**config.mk**
```make
export PLATFORM = sky130hd
export DESIGN_NAME = key_event_fifo_flat
export DESIGN_NICKNAME = d
export VERILOG_FILES = /design/src/rtl/key_fifo_pkg.sv /design/src/rtl/key_event_fifo_if.sv /design/src/rtl/key_fifo_mem.sv /design/src/rtl/key_event_fifo.sv /design/src/flat_wrapper.sv
export SDC_FILE = /design/constraint.sdc
export NUM_CORES = 1
export LEC_CHECK = 0
export BUFFER_PORTS_ARGS = -buffer_cell sky130_fd_sc_hd__buf_4
export CAP_MARGIN = 20
export CORE_ASPECT_RATIO = 1.4
export CORE_MARGIN = 2
export CORE_UTILIZATION = 45
export DETAILED_ROUTE_END_ITERATION = 16
export PLACE_DENSITY = 0.64
export SLEW_MARGIN = 20
export SYNTH_ARGS = -nofsm -noshare
export SYNTH_HDL_FRONTEND = slang
export SYNTH_SLANG_ARGS = --single-unit
```
**constraint.sdc**
```tcl
create_clock -name i_clk -period 2.5 [get_ports i_clk]
set_input_delay 0.375 -clock i_clk [delete_from_list [all_inputs] [get_ports i_clk]]
set_output_delay 0.375 -clock i_clk [all_outputs]
set_load 0.02 [all_outputs]
```
**src/rtl/key_fifo_pkg.sv**
```systemverilog
// Shared definitions for the key event FIFO: key width, default sizing and
// the downstream handshake FSM state encoding.
package key_fifo_pkg;

   localparam int KEY_W            = 4;
   localparam int DEF_DEPTH        = 8;
   localparam int DEF_BUSY_TIMEOUT = 16;

   typedef enum logic [1:0] {
      ST_IDLE      = 2'd0,
      ST_STROBE    = 2'd1,
      ST_WAIT_BUSY = 2'd2,
      ST_WAIT_IDLE = 2'd3
   } state_t;

endpackage

```
**src/rtl/key_event_fifo_if.sv**
```systemverilog
// Key FIFO signal bundle. The slave side is the FIFO itself; the master side
// is the surrounding keypad / LCD environment.
interface key_event_fifo_if
   import key_fifo_pkg::*;
#(
   parameter int DEPTH = DEF_DEPTH
);

   localparam int LVL_W = $clog2(DEPTH) + 1;

   logic [KEY_W-1:0] i_data;
   logic             i_cs;
   logic             i_busy;
   logic             i_clr_ovf;
   logic [KEY_W-1:0] o_data;
   logic             o_cs;
   logic [LVL_W-1:0] o_level;
   logic             o_empty;
   logic             o_full;
   logic             o_overflow;

   modport slave (
      input  i_data, i_cs, i_busy, i_clr_ovf,
      output o_data, o_cs, o_level, o_empty, o_full, o_overflow
   );

   modport master (
      output i_data, i_cs, i_busy, i_clr_ovf,
      input  o_data, o_cs, o_level, o_empty, o_full, o_overflow
   );

endinterface

```
**src/rtl/key_fifo_mem.sv**
```systemverilog
// DEPTH x KEY_W storage array: synchronous write, combinational read.
// The array carries no reset; validity is tracked by the pointers/level.
module key_fifo_mem
   import key_fifo_pkg::*;
#(
   parameter int DEPTH  = DEF_DEPTH,
   parameter int ADDR_W = $clog2(DEPTH)
) (
   input  logic              i_clk,
   input  logic              wr_en,
   input  logic [ADDR_W-1:0] wr_addr,
   input  logic [KEY_W-1:0]  wr_data,
   input  logic [ADDR_W-1:0] rd_addr,
   output logic [KEY_W-1:0]  rd_data
);

   logic [KEY_W-1:0] mem [DEPTH];

   // Write the incoming key at the write pointer.
   always_ff @(posedge i_clk) begin
      if (wr_en) begin
         mem[wr_addr] <= wr_data;
      end
   end

   // Head of queue is always visible so a pop can capture it at its edge.
   assign rd_data = mem[rd_addr];

endmodule

```
**src/rtl/key_event_fifo.sv**
```systemverilog
// Queues keypad key codes and hands them to the LCD controller one at a time.
// A key is released only when the FIFO is non-empty and the LCD path is idle;
// the next one waits until the LCD has gone busy and back to idle, or until
// the busy-rise timeout expires (key treated as consumed).
module key_event_fifo
   import key_fifo_pkg::*;
#(
   parameter int DEPTH        = DEF_DEPTH,
   parameter int BUSY_TIMEOUT = DEF_BUSY_TIMEOUT
) (
   input  logic            i_clk,
   input  logic            i_reset,
   key_event_fifo_if.slave bus
);

   localparam int PTR_W = $clog2(DEPTH);
   localparam int LVL_W = PTR_W + 1;
   localparam int TMO_W = $clog2(BUSY_TIMEOUT + 1);

   localparam logic [LVL_W-1:0] FULL_LVL = LVL_W'(DEPTH);
   localparam logic [TMO_W-1:0] TMO_LAST = TMO_W'(BUSY_TIMEOUT - 1);

   state_t           state_q;
   logic [PTR_W-1:0] wr_ptr_q;
   logic [PTR_W-1:0] rd_ptr_q;
   logic [LVL_W-1:0] level_q;
   logic             empty_q;
   logic             full_q;
   logic             ovf_q;
   logic [TMO_W-1:0] tmo_q;
   logic [KEY_W-1:0] data_q;
   logic             cs_q;

   logic [KEY_W-1:0] rd_data;
   logic             pop;
   logic             push;
   logic             drop;
   logic [LVL_W-1:0] level_nxt;

   key_fifo_mem #(
      .DEPTH  (DEPTH),
      .ADDR_W (PTR_W)
   ) u_mem (
      .i_clk   (i_clk),
      .wr_en   (push),
      .wr_addr (wr_ptr_q),
      .wr_data (bus.i_data),
      .rd_addr (rd_ptr_q),
      .rd_data (rd_data)
   );

   // Pop/push decisions; a pop at the same edge frees the slot a full-FIFO push needs.
   always_comb begin
      pop       = (state_q == ST_IDLE) && !empty_q && !bus.i_busy;
      push      = bus.i_cs && (!full_q || pop);
      drop      = bus.i_cs && !push;
      level_nxt = level_q;
      if (push && !pop) begin
         level_nxt = level_q + LVL_W'(1);
      end else if (pop && !push) begin
         level_nxt = level_q - LVL_W'(1);
      end
   end

   // Pointers, occupancy, registered status flags and the sticky overflow.
   always_ff @(posedge i_clk) begin
      if (!i_reset) begin
         wr_ptr_q <= '0;
         rd_ptr_q <= '0;
         level_q  <= '0;
         empty_q  <= 1'b1;
         full_q   <= 1'b0;
         ovf_q    <= 1'b0;
      end else begin
         if (push) begin
            wr_ptr_q <= wr_ptr_q + PTR_W'(1);
         end
         if (pop) begin
            rd_ptr_q <= rd_ptr_q + PTR_W'(1);
         end
         level_q <= level_nxt;
         empty_q <= (level_nxt == '0);
         full_q  <= (level_nxt == FULL_LVL);
         // A drop at the same edge as a clear must leave the flag set.
         if (drop) begin
            ovf_q <= 1'b1;
         end else if (bus.i_clr_ovf) begin
            ovf_q <= 1'b0;
         end
      end
   end

   // Downstream handshake FSM with registered strobe and data outputs.
   always_ff @(posedge i_clk) begin
      if (!i_reset) begin
         state_q <= ST_IDLE;
         tmo_q   <= '0;
         data_q  <= '0;
         cs_q    <= 1'b0;
      end else begin
         cs_q <= 1'b0;
         case (state_q)
            ST_IDLE: begin
               if (pop) begin
                  state_q <= ST_STROBE;
                  data_q  <= rd_data;
                  cs_q    <= 1'b1;
               end
            end
            ST_STROBE: begin
               // Busy is deliberately not looked at here.
               state_q <= ST_WAIT_BUSY;
               tmo_q   <= '0;
            end
            ST_WAIT_BUSY: begin
               if (bus.i_busy) begin
                  state_q <= ST_WAIT_IDLE;
               end else if (tmo_q == TMO_LAST) begin
                  state_q <= ST_IDLE;
               end else begin
                  tmo_q <= tmo_q + TMO_W'(1);
               end
            end
            ST_WAIT_IDLE: begin
               if (!bus.i_busy) begin
                  state_q <= ST_IDLE;
               end
            end
            default: begin
               state_q <= ST_IDLE;
            end
         endcase
      end
   end

   assign bus.o_data     = data_q;
   assign bus.o_cs       = cs_q;
   assign bus.o_level    = level_q;
   assign bus.o_empty    = empty_q;
   assign bus.o_full     = full_q;
   assign bus.o_overflow = ovf_q;

endmodule

```
**src/flat_wrapper.sv**
```systemverilog
// flat-port wrapper written by rule: the top's interface ports become plain ports
module key_event_fifo_flat import key_fifo_pkg::*;
#(
   parameter int DEPTH        = DEF_DEPTH,
   parameter int BUSY_TIMEOUT = DEF_BUSY_TIMEOUT
)
  (i_clk, i_reset, bus_i_data, bus_i_cs, bus_i_busy, bus_i_clr_ovf, bus_o_data, bus_o_cs, bus_o_level, bus_o_empty, bus_o_full, bus_o_overflow);
  key_event_fifo_if #(.DEPTH(DEPTH)) bus_i ();
  input  logic i_clk;
  input  logic i_reset;
  input wire logic [$bits(bus_i.i_data)-1:0] bus_i_data;
  input wire logic [$bits(bus_i.i_cs)-1:0] bus_i_cs;
  input wire logic [$bits(bus_i.i_busy)-1:0] bus_i_busy;
  input wire logic [$bits(bus_i.i_clr_ovf)-1:0] bus_i_clr_ovf;
  output wire logic [$bits(bus_i.o_data)-1:0] bus_o_data;
  output wire logic [$bits(bus_i.o_cs)-1:0] bus_o_cs;
  output wire logic [$bits(bus_i.o_level)-1:0] bus_o_level;
  output wire logic [$bits(bus_i.o_empty)-1:0] bus_o_empty;
  output wire logic [$bits(bus_i.o_full)-1:0] bus_o_full;
  output wire logic [$bits(bus_i.o_overflow)-1:0] bus_o_overflow;
  assign bus_i.i_data = bus_i_data;
  assign bus_i.i_cs = bus_i_cs;
  assign bus_i.i_busy = bus_i_busy;
  assign bus_i.i_clr_ovf = bus_i_clr_ovf;
  assign bus_o_data = bus_i.o_data;
  assign bus_o_cs = bus_i.o_cs;
  assign bus_o_level = bus_i.o_level;
  assign bus_o_empty = bus_i.o_empty;
  assign bus_o_full = bus_i.o_full;
  assign bus_o_overflow = bus_i.o_overflow;
  key_event_fifo #(.DEPTH(DEPTH), .BUSY_TIMEOUT(BUSY_TIMEOUT)) u_core (.i_clk(i_clk), .i_reset(i_reset), .bus(bus_i));
endmodule
```
==> run_results.csv, run 1 <==
group,metric,value,unit
cts,cts_tree,"yes",
worst_setup_path,required_time_worst_endpoint,2470,ps
synth,synth_compound_gate_area_share,0.0620,
cts,clock_tree.buffer_depth,2,
worst_hold_path,min_path_type,"in -> reg",
synth,synth_cells,185,
global_routing,grt_usage,0.169,
synth,synth-adder-area-share,0.0310,
cts,clk_pin_slew_worst_paths,60,ps
cts,cts.root.buffer_cell,"sky130_fd_sc_hd__clkbuf_8",
synth,netlist_top_cells_area,"sky130_fd_sc_hd__edfxtp_1, sky130_fd_sc_hd__dfxtp_1, sky130_fd_sc_hd__mux4_2, sky130_fd_sc_hd__nor2_1, sky130_fd_sc_hd__ha_1",
pwr,p_leak,1.00,nW
drt,drt-pass1-iter-count,4,
synth,syn_area,0.00242,mm^2
synth,synth.ff_latch_count,57,
pwr,powerDensity,821,mW/mm^2
floorplan,row_count,31,
drt,detailroute.via_count,1488,
synth,yosys_warnings,0,
layout,final_nets,225,
placement,dp_hpwl,3140,um
run_status,outcome,"complete, no violations",
drt,detail_route.vias_per_cell,5.31,
sta,finalCritPeriodShare,0.911,
global_routing,grt_first_pass_wirelength,7280,um
pwr,combPwrFrac,0.137,
sta,worst_clock_skew,8.24,ps
synth,synth_area_per_cell,13.1,um^2
global_routing,grt-ovfl-total,0,
placement,buffer_ports.inserted,20,
drt,drt.antenna.violating_nets,0,
floorplan,design.core.area,0.00520,mm^2
sta,relative_slew_margins,0.607,
pwr,sequentialPowerShare,0.472,
run,number_of_max_cap_violations,0,
sta,finalCriticalPeriod,2280,ps
cts,postCtsResizedCells,0,
synth,synth.distinct_cells,40,
synth,synth_seq_area_share,0.603,
global_routing,grt_antenna_before_repair,0,
sta,maxClockFrequency,439,MHz
worst_setup_path,crit_type,"reg -> reg",
cts,holdBufCountCts,0,
drt,drt_iter0_drc,73,
sta,grt_setup_unrepaired,"false",
sta,tightest_slew,589,ps
global_routing,grt_max_degree,20,
synth,synthMuxAreaShare,0.113,
floorplan,fp.dieH,90.8,um
pwr,power.ir.vdd_worst,392,uV
global_routing,first_global_vias,1520,
layout,layout-drive-gt1-share,0.238,
sta,count_of_endpoints_failing_setup_in_the_final_report,0,
floorplan,initial_core_util,0.466,
cts,clkLatencyLatePin,340,ps
layout,areaGrowthSynthToFinish,16.9,%
layout,mostFrequentLayoutCells,"sky130_fd_sc_hd__edfxtp_1, sky130_fd_sc_hd__dfxtp_1, sky130_fd_sc_hd__nor2_1",
cts,cts.repair_timing.setup_buffer_count,0,
worst_setup_path,maximum_fanout_along_the_worst_path,9,
pwr,internal_power,1.74,mW
pwr,power_frac_clock,0.391,
synth,synth.largest_area_cell,"sky130_fd_sc_hd__edfxtp_1",
synth,mappedNetlistNets,200,
pwr,total_switching_power,585,uW
drt,drt_drc_violations_left,0,
synth,synth_xor_area_frac,0.0320,
pwr,power_switching_share,0.252,
sta,timing.setup.tns,0,ps
cts,tritoncts.num_buffers,9,
floorplan,boundary_pins,21,
worst_setup_path,cp_data_arrival_time,2250,ps
layout,fin_util,0.545,
synth,post_synthesis_simple_gate_area_fraction,0.132,
synth,synthDominantCellAreaShare,0.396,
synth,largest_family_of_logic_cells_by_synthesized_area,"simple AND/OR/NAND/NOR gates",
worst_setup_path,critical_path.startpoint_type,"flip-flop",
drt,wire_per_inst,15.6,um
cts,number_of_sinks_on_the_clock_net,57,
layout,n_antenna_cell,0,
floorplan,die_x,66.0,um
sta,slew_viol_final,0,
placement,finalWeightedCongestion,0.774,
cts,clock_tree.htree_level_count,3,
floorplan,die_area,0.00600,mm^2
sta,report.final.hold_viol_count,0,
worst_setup_path,end_kind,"flip-flop",
drt,detail_route.wirelength,4370,um
layout,final_common_cell,"sky130_fd_sc_hd__edfxtp_1",
==> final timing paths <==
| check | end | cells past startpoint | slack [ps] | from |
|---|---|---|---|---|
| worst max-delay path | u_core.u_mem.mem[0][2]$_DFFE_PP_ | 4 | 220 | u_core.state_q[0]$_SDFFE_PN0P_ |
| worst min-delay path | u_core.bus.o_empty$_SDFF_PN1_ | 2 | 270 | i_reset |
| worst max register to register | u_core.u_mem.mem[0][2]$_DFFE_PP_ | 4 | 220 | u_core.state_q[0]$_SDFFE_PN0P_ |
| worst min register to register | u_core.tmo_q[1]$_SDFFE_PN0P_ | 2 | 490 | u_core.tmo_q[1]$_SDFFE_PN0P_ |
==> cell type report <==
cell class              instances  area (um^2)
repair buffers                 22          165
inverters                       5         18.8
flip-flops and latches         57         1460
clock inverters                 6         83.8
fillers                       458         2360
well taps                      66         82.6
multi-input cells             115          897
clock buffers                   9          124
==> power groups by stage <==
stage               clock (mW)  sequential (mW)  combinational, mW
global route             0.978             1.11              0.352
global placement             0             1.11              0.313
detailed placement           0             1.12              0.321
CTS                      0.928             1.10              0.322
floorplan                    0             1.12              0.214
finish                   0.910             1.10              0.319
==> worst max-delay path: stages (launching register included) <==
cell	delay, ps
sky130_fd_sc_hd__dfxtp_1	370
sky130_fd_sc_hd__or4_4	630
sky130_fd_sc_hd__a21boi_2	280
sky130_fd_sc_hd__nand2b_1	190
sky130_fd_sc_hd__nor3_1	450
==> state kept, by name, summed over array words and instances (netlist names) <==
signal,count
u_core.bus.o_empty,1
u_core.bus.o_full,1
u_core.bus.o_data,4
u_core.bus.o_overflow,1
u_core.bus.o_cs,1
u_core.state_q,2
u_core.wr_ptr_q,3
u_core.u_mem.mem,32
u_core.bus.o_level,4
u_core.tmo_q,5
u_core.rd_ptr_q,3
==> routing by layer <==
metal  vias up  part of all wire  GRT usage
li1        731                 -          -
met1       718              0.41      0.191
met2        25              0.52      0.269
met3        14             0.033     0.0486
met4         0             0.036      0.117
met5         -                 0          0
==> cell usage after synthesis, drive strengths merged <==
library cell,instances
inv,4
o22a,1
clkbuf,3
a311oi,2
and2,3
clkinv,1
or4,2
nand4,1
edfxtp,32
mux2,1
o41ai,1
or3,1
nand2,13
dfxtp,25
buf,5
a21oi,5
nand3b,1
ha,6
xnor2,3
mux2i,7
a32oi,1
o21ai,2
nor4,1
mux4,8
and3,3
nand2b,6
a211oi,5
xor2,5
a21boi,1
nor2,25
o311a,1
nor3,7
a31oi,2
nand3,1
==> logic make-up (layout without fill, tap and decap cells) <==
group	count (synthesis)	after routing
AO/OA/AOI/OAI	21	21
XOR/XNOR	8	8
adder cells (fa/ha/maj)	6	6
buffers and inverters	13	42
flip-flops	57	57
multiplexers	16	16
AND/OR/NAND/NOR	64	64
==> through the flow <==
step | hold slack, ps | area, um^2 | instances | power (mW) | setup slack [ps]
after detailed placement | 481 | 2630 | 265 | 1.44 | 152
after global placement | 479 | 2630 | 265 | 1.43 | 260
final | 269 | 2830 | 280 | 2.33 | 223
after global routing | 256 | 2830 | 280 | 2.44 | 68.3
after CTS | 255 | 2830 | 280 | 2.35 | 197
after floorplan | 441 | 2420 | 185 | 1.34 | 357
Power figures use the tool's default switching activity.
==> inputs of run 2 (changes only) <==
--- a/config.mk
+++ b/config.mk
@@ -7,11 +7,11 @@
 export LEC_CHECK = 0
 export BUFFER_PORTS_ARGS = -buffer_cell sky130_fd_sc_hd__buf_4
 export CAP_MARGIN = 20
-export CORE_ASPECT_RATIO = 1.4
+export CORE_ASPECT_RATIO = 1.5
 export CORE_MARGIN = 2
-export CORE_UTILIZATION = 45
+export CORE_UTILIZATION = 58
 export DETAILED_ROUTE_END_ITERATION = 16
-export PLACE_DENSITY = 0.64
+export PLACE_DENSITY = 0.78
 export SLEW_MARGIN = 20
 export SYNTH_ARGS = -nofsm -noshare
 export SYNTH_HDL_FRONTEND = slang
==> run_results.csv, run 2 (same netlist as run 1, synthesis figures left out) <==
group,metric,value,unit
drt,drt_iter0_drc,67,
placement,placed_cell_area,0.00260,mm^2
floorplan,initial_core_util,0.607,
floorplan,boundary_pins,21,
run,number_of_max_cap_violations,0,
worst_setup_path,cp_data_arrival_time,2240,ps
worst_setup_path,required_time_worst_endpoint,2480,ps
sta,relative_slew_margins,0.588,
sta,worst_clock_skew,5.38,ps
sta,finalCritPeriodShare,0.904,
worst_setup_path,maximum_fanout_along_the_worst_path,9,
placement,dp_hpwl,3070,um
pwr,p_leak,0.993,nW
placement,buffer_ports.inserted,20,
layout,fin_util,0.697,
placement,finalWeightedCongestion,0.875,
sta,slew_viol_final,0,
layout,reg_top3,"u_core.u_mem.mem: 32 flops, u_core.tmo_q: 5 flops",
worst_setup_path,end_kind,"flip-flop",
global_routing,first_global_vias,1520,
cts,clock_tree.htree_level_count,3,
sta,count_of_endpoints_failing_setup_in_the_final_report,0,
worst_hold_path,min_path_type,"in -> reg",
floorplan,row_count,28,
drt,detail_route.vias_per_cell,5.73,
cts,cts_tree,"yes",
global_routing,grt_antenna_before_repair,0,
cts,postCtsResizedCells,0,
pwr,power.ir.vdd_worst,696,uV
run_status,outcome,"complete, no violations",
sta,report.final.hold_viol_count,0,
floorplan,fp.dieH,83.2,um
drt,drt_drc_violations_left,0,
floorplan,die_area,0.00472,mm^2
layout,register_bank_with_the_most_flops,"u_core.u_mem.mem",
floorplan,die_x,56.8,um
cts,cts.root.buffer_cell,"sky130_fd_sc_hd__clkbuf_8",
drt,drt-pass1-iter-count,4,
layout,final_nets,225,
global_routing,grt_usage,0.206,
cts,cts.repair_timing.setup_buffer_count,0,
worst_setup_path,critical_path.startpoint_type,"flip-flop",
pwr,powerDensity,799,mW/mm^2
layout,stdcell_area,0.00279,mm^2
worst_setup_path,timing.reg2reg.worst_path_depth,4,
cts,tritoncts.num_buffers,9,
drt,detail_route.wirelength,4230,um
sta,finalCriticalPeriod,2260,ps
sta,timing.setup.tns,0,ps
layout,layout-drive-gt1-share,0.237,
layout,final_common_cell,"sky130_fd_sc_hd__edfxtp_1",
drt,drt.antenna.violating_nets,0,
cts,holdBufCountCts,0,
global_routing,grt_max_degree,20,
sta,grt_setup_unrepaired,"false",
worst_setup_path,crit_type,"reg -> reg",
layout,final_non_filler_cells,260,
cts,clkLatencyLatePin,340,ps
worst_hold_path,count_of_cells_along_the_worst_hold_path,2,
global_routing,grt-ovfl-total,0,
sta,tightest_slew,617,ps
layout,n_antenna_cell,0,
floorplan,design.core.area,0.00399,mm^2
placement,dp_cells,244,
cts,clock_tree.buffer_depth,2,
layout,mostFrequentLayoutCells,"sky130_fd_sc_hd__edfxtp_1, sky130_fd_sc_hd__dfxtp_1, sky130_fd_sc_hd__nor2_1",
global_routing,grt_first_pass_wirelength,7110,um
layout,areaGrowthSynthToFinish,14.9,%
cts,clk_pin_slew_worst_paths,60,ps
cts,number_of_sinks_on_the_clock_net,57,
layout,largest_register_ff_count,32,
drt,detailroute.via_count,1489,
sta,maxClockFrequency,443,MHz
drt,wire_per_inst,16.3,um
==> run 2: layer usage <==
layer / vias up / wire, um / track usage
met3: 11 / 165 / 0.0685
met2: 27 / 2350 / 0.359
met5: - / 0 / 0
li1: 727 / - / -
met1: 724 / 1610 / 0.215
met4: 0 / 99 / 0.106
==> run 2: report_power, final <==
group          total [mW]  internal [mW]  switching [mW]
registers            1.10           1.04          0.0587
logic               0.318          0.154           0.164
clock network       0.811          0.452           0.358
total                2.23           1.64           0.580
==> run 2: layout make-up <==
| cell class | instances | area, um^2 |
|---|---|---|
| clock buffers | 10 | 128 |
| clock inverters | 6 | 58.8 |
| fillers | 289 | 1210 |
| inverters | 5 | 18.8 |
| multi-input cells | 115 | 897 |
| flip-flops and latches | 57 | 1460 |
| well taps | 45 | 56.3 |
| repair buffers | 22 | 165 |
==> run 2: worst paths after layout <==
| check | start | endpoint | slack, ps |
|---|---|---|---|
| worst min-delay path | i_reset | u_core.bus.o_empty$_SDFF_PN1_ | 270 |
| worst max register to register | u_core.state_q[0]$_SDFFE_PN0P_ | u_core.u_mem.mem[0][1]$_DFFE_PP_ | 240 |
| worst min register to register | u_core.tmo_q[1]$_SDFFE_PN0P_ | u_core.tmo_q[1]$_SDFFE_PN0P_ | 490 |
| worst max-delay path | u_core.state_q[0]$_SDFFE_PN0P_ | u_core.u_mem.mem[0][1]$_DFFE_PP_ | 240 |
==> run 2: critical path, cell delays in order, from the launching register on <==
cell and delay (ps):
sky130_fd_sc_hd__dfxtp_1 370, sky130_fd_sc_hd__or4_4 630, sky130_fd_sc_hd__a21boi_2 280, sky130_fd_sc_hd__nand2b_1 180, sky130_fd_sc_hd__nor3_1 430
==> run 2: metrics by stage <==
stage | total power, mW | hold slack [ps] | worst slack, ps
final | 2.23 | 266 | 241
after global routing | 2.31 | 272 | 80.8
after global placement | 1.42 | 473 | 275
after floorplan | 1.34 | 441 | 357
after detailed placement | 1.44 | 493 | 199
after CTS | 2.24 | 254 | 237
==> inputs of run 3 (changes only) <==
--- a/config.mk
+++ b/config.mk
@@ -5,6 +5,7 @@
 export SDC_FILE = /design/constraint.sdc
 export NUM_CORES = 1
 export LEC_CHECK = 0
+export ABC_AREA = 1
 export BUFFER_PORTS_ARGS = -buffer_cell sky130_fd_sc_hd__buf_4
 export CAP_MARGIN = 20
 export CORE_ASPECT_RATIO = 1.5
==> constraint.sdc (replaced) <==
create_clock -name i_clk -period 2.5 [get_ports i_clk]
set_input_delay 0.125 -clock i_clk [delete_from_list [all_inputs] [get_ports i_clk]]
set_output_delay 0.125 -clock i_clk [all_outputs]
set_load 0.02 [all_outputs]
==> run_results.csv, run 3 <==
group,metric,value,unit
worst_setup_path,cp_cell_sequence,"nor2_4 > nand2_4 > a21oi_4 > inv_2 > nor2_2 > inv_2 > nor2_1",
global_routing,grt_max_degree,19,
synth,synthDominantCellAreaShare,0.378,
pwr,total_power_after_layout,2.55,mW
cts,clock_tree.buffer_depth,2,
floorplan,boundary_pins,21,
placement,dp_cells,331,
cts,cts_tree,"yes",
worst_setup_path,cp_data_arrival_time,1760,ps
run_status,outcome,"complete, no violations",
worst_setup_path,critical-path-top-cell-by-count,"sky130_fd_sc_hd__inv_2",
drt,detail_route.wirelength,4910,um
synth,yosys_warnings,0,
layout,areaGrowthSynthToFinish,13.1,%
worst_setup_path,critical_path.startpoint_type,"flip-flop",
cts,cts.root.buffer_cell,"sky130_fd_sc_hd__clkbuf_8",
worst_setup_path,critPathMaxStageDelay,370,ps
drt,detailroute.via_count,1871,
sta,worst_clock_skew,5.58,ps
cts,postCtsResizedCells,0,
global_routing,grt_usage,0.228,
pwr,p_leak,1.13,nW
worst_setup_path,maximum_fanout_along_the_worst_path,12,
synth,number_of_synthesized_flops_with_an_enable_pin,32,
global_routing,grt_most_used_layer,"met2",
drt,detail_route.vias_per_cell,5.39,
cts,tritoncts.num_buffers,9,
drt,drt-pass1-iter-count,4,
synth,netlist_top_cells_area,"sky130_fd_sc_hd__edfxtp_1, sky130_fd_sc_hd__dfxtp_1, sky130_fd_sc_hd__nor2_1, sky130_fd_sc_hd__nand2_1, sky130_fd_sc_hd__o21ai_0",
sta,grt_setup_unrepaired,"false",
sta,relative_slew_margins,0.620,
layout,final_common_cell,"sky130_fd_sc_hd__nor2_1",
global_routing,grt-ovfl-total,0,
placement,finalWeightedCongestion,0.756,
sta,count_of_endpoints_failing_setup_in_the_final_report,0,
cts,holdBufCountCts,0,
layout,layout.filler_cells,355,
floorplan,die_x,58.0,um
layout,register_bank_with_the_most_flops,"u_core.u_mem.mem",
drt,wire_per_inst,14.2,um
synth,synth_top_flop_cell,"sky130_fd_sc_hd__edfxtp_1",
layout,n_antenna_cell,0,
sta,finalCriticalPeriod,1760,ps
sta,timing.setup.tns,0,ps
floorplan,design.core.area,0.00421,mm^2
sta,finalCritPeriodShare,0.703,
cts,clock_tree.htree_level_count,3,
drt,drt_drc_violations_left,0,
worst_setup_path,cp_slowest_cell,"sky130_fd_sc_hd__dfxtp_1",
synth,async_flop_share,0,
floorplan,fp.dieH,85.1,um
drt,drt.antenna.violating_nets,0,
layout,register_area,0.00146,mm^2
cts,number_of_sinks_on_the_clock_net,57,
sta,maxClockFrequency,569,MHz
worst_setup_path,path_buf_inv,2,
sta,slew_viol_final,0,
sta,tightest_slew,569,ps
floorplan,row_count,29,
layout,multi_input_area,938,um^2
synth,synth.ff_latch_count,57,
synth,synth_cells,272,
synth,synth_seq_area_share,0.575,
pwr,power.ir.vdd_worst,647,uV
floorplan,initial_core_util,0.603,
layout,mostFrequentLayoutCells,"sky130_fd_sc_hd__nor2_1, sky130_fd_sc_hd__nand2_1, sky130_fd_sc_hd__edfxtp_1",
worst_setup_path,end_kind,"flip-flop",
cts,clkLatencyLatePin,330,ps
sta,whs,36.1,ps
floorplan,die_area,0.00494,mm^2
layout,final_nets,311,
synth,synth_most_common_cell,"sky130_fd_sc_hd__nor2_1",
cts,clk_pin_slew_worst_paths,60,ps
layout,largest_register_ff_count,32,
synth,netlist_top_cells_count,"sky130_fd_sc_hd__nor2_1, sky130_fd_sc_hd__nand2_1, sky130_fd_sc_hd__edfxtp_1",
global_routing,grt_util_met1,0.228,
global_routing,grt_antenna_before_repair,0,
sta,report.final.hold_viol_count,0,
layout,fin_util,0.683,
layout,reg_top3,"u_core.u_mem.mem: 32 flops, u_core.tmo_q: 5 flops",
drt,drt_iter0_drc,68,
run,number_of_max_cap_violations,0,
global_routing,first_global_vias,1832,
global_routing,grt_first_pass_wirelength,8110,um
placement,dp_hpwl,3600,um
worst_hold_path,min_path_type,"in -> reg",
placement,buffer_ports.inserted,20,
pwr,powerDensity,889,mW/mm^2
global_routing,grt.met2_usage,0.416,
global_routing,gr-usage-met3,0.0503,
synth,syn_area,0.00254,mm^2
layout,layout-drive-gt1-share,0.163,
synth,synth.distinct_cells,28,
cts,cts.repair_timing.setup_buffer_count,0,
synth,synth.largest_area_cell,"sky130_fd_sc_hd__edfxtp_1",
synth,mappedNetlistNets,287,
worst_setup_path,required_time_worst_endpoint,2500,ps
worst_setup_path,crit_family,"simple AND/OR/NAND/NOR gates",
synth,synth_area_per_cell,9.34,um^2
layout,final_non_filler_cells,347,
worst_setup_path,crit_type,"reg -> reg",
run 3: changes by cell type in the layout (fill, tap and decap cells not counted), moves of 8 or more:
cell                       delta
sky130_fd_sc_hd__a21oi_1     +13
sky130_fd_sc_hd__inv_1       +17
sky130_fd_sc_hd__o211ai_1     +9
sky130_fd_sc_hd__mux4_2       -8
sky130_fd_sc_hd__nand2_1     +30
sky130_fd_sc_hd__nor2_1      +23
sky130_fd_sc_hd__nand3_1     +11
sky130_fd_sc_hd__o21ai_0     +18
run 3: worst reg2reg max path: cells and delay by family, from the launching register on:
family                 cells  cell delay [ps]
and+or+nand+nor            4              720
DFF                        1              370
AOI/OAI and AO/OA          1              200
buffers and inverters      2              140
run 3: layer usage:
layer	wire length, um	share of wire
met4	157	0.032
met5	0	0
met3	147	0.030
met1	1970	0.40
met2	2640	0.54
run 3: cell type report:
| cell class | instances | share of cell area |
|---|---|---|
| well taps | 46 | 0.0200 |
| multi-input cells | 181 | 0.327 |
| repair buffers | 21 | 0.0549 |
| clock buffers | 16 | 0.0557 |
| flip-flops and latches | 57 | 0.509 |
| inverters | 26 | 0.0340 |
run 3: power breakdown:
| group | internal [mW] | switching, mW |
|---|---|---|
| clock | 0.389 | 0.321 |
| combinational | 0.244 | 0.426 |
| sequential | 1.08 | 0.0953 |
| total | 1.71 | 0.842 |
run 3: worst paths after layout:
check	from	endpoint	slack, ps	depth (start not counted)
setup / recovery	u_core.state_q[1]$_SDFFE_PN0P_	u_core.u_mem.mem[7][3]$_DFFE_PP_	740	7
hold / removal	bus_i_clr_ovf	u_core.bus.o_overflow$_SDFFE_PN0P_	40	4
setup reg to reg	u_core.state_q[1]$_SDFFE_PN0P_	u_core.u_mem.mem[7][3]$_DFFE_PP_	740	7
hold reg to reg	u_core.bus.o_overflow$_SDFFE_PN0P_	u_core.bus.o_overflow$_SDFFE_PN0P_	470	2
run 3: stage by stage:
stage	setup slack, ps	area [um^2]
finish	744	2870
global placement	867	2710
global route	655	2870
detailed placement	766	2710
floorplan	943	2540
CTS	748	2870
run 3: cell families (layout without fill, tap and decap cells):
family,after synthesis,after routing,share of synthesized area
buffers and inverters,34,63,0.0552
xor gates and xnor gates,3,3,0.0103
and+or+nand+nor,118,118,0.209
adders and majority gates,6,6,0.0296
DFF,57,57,0.575
AOI/OAI and AO/OA,54,54,0.121
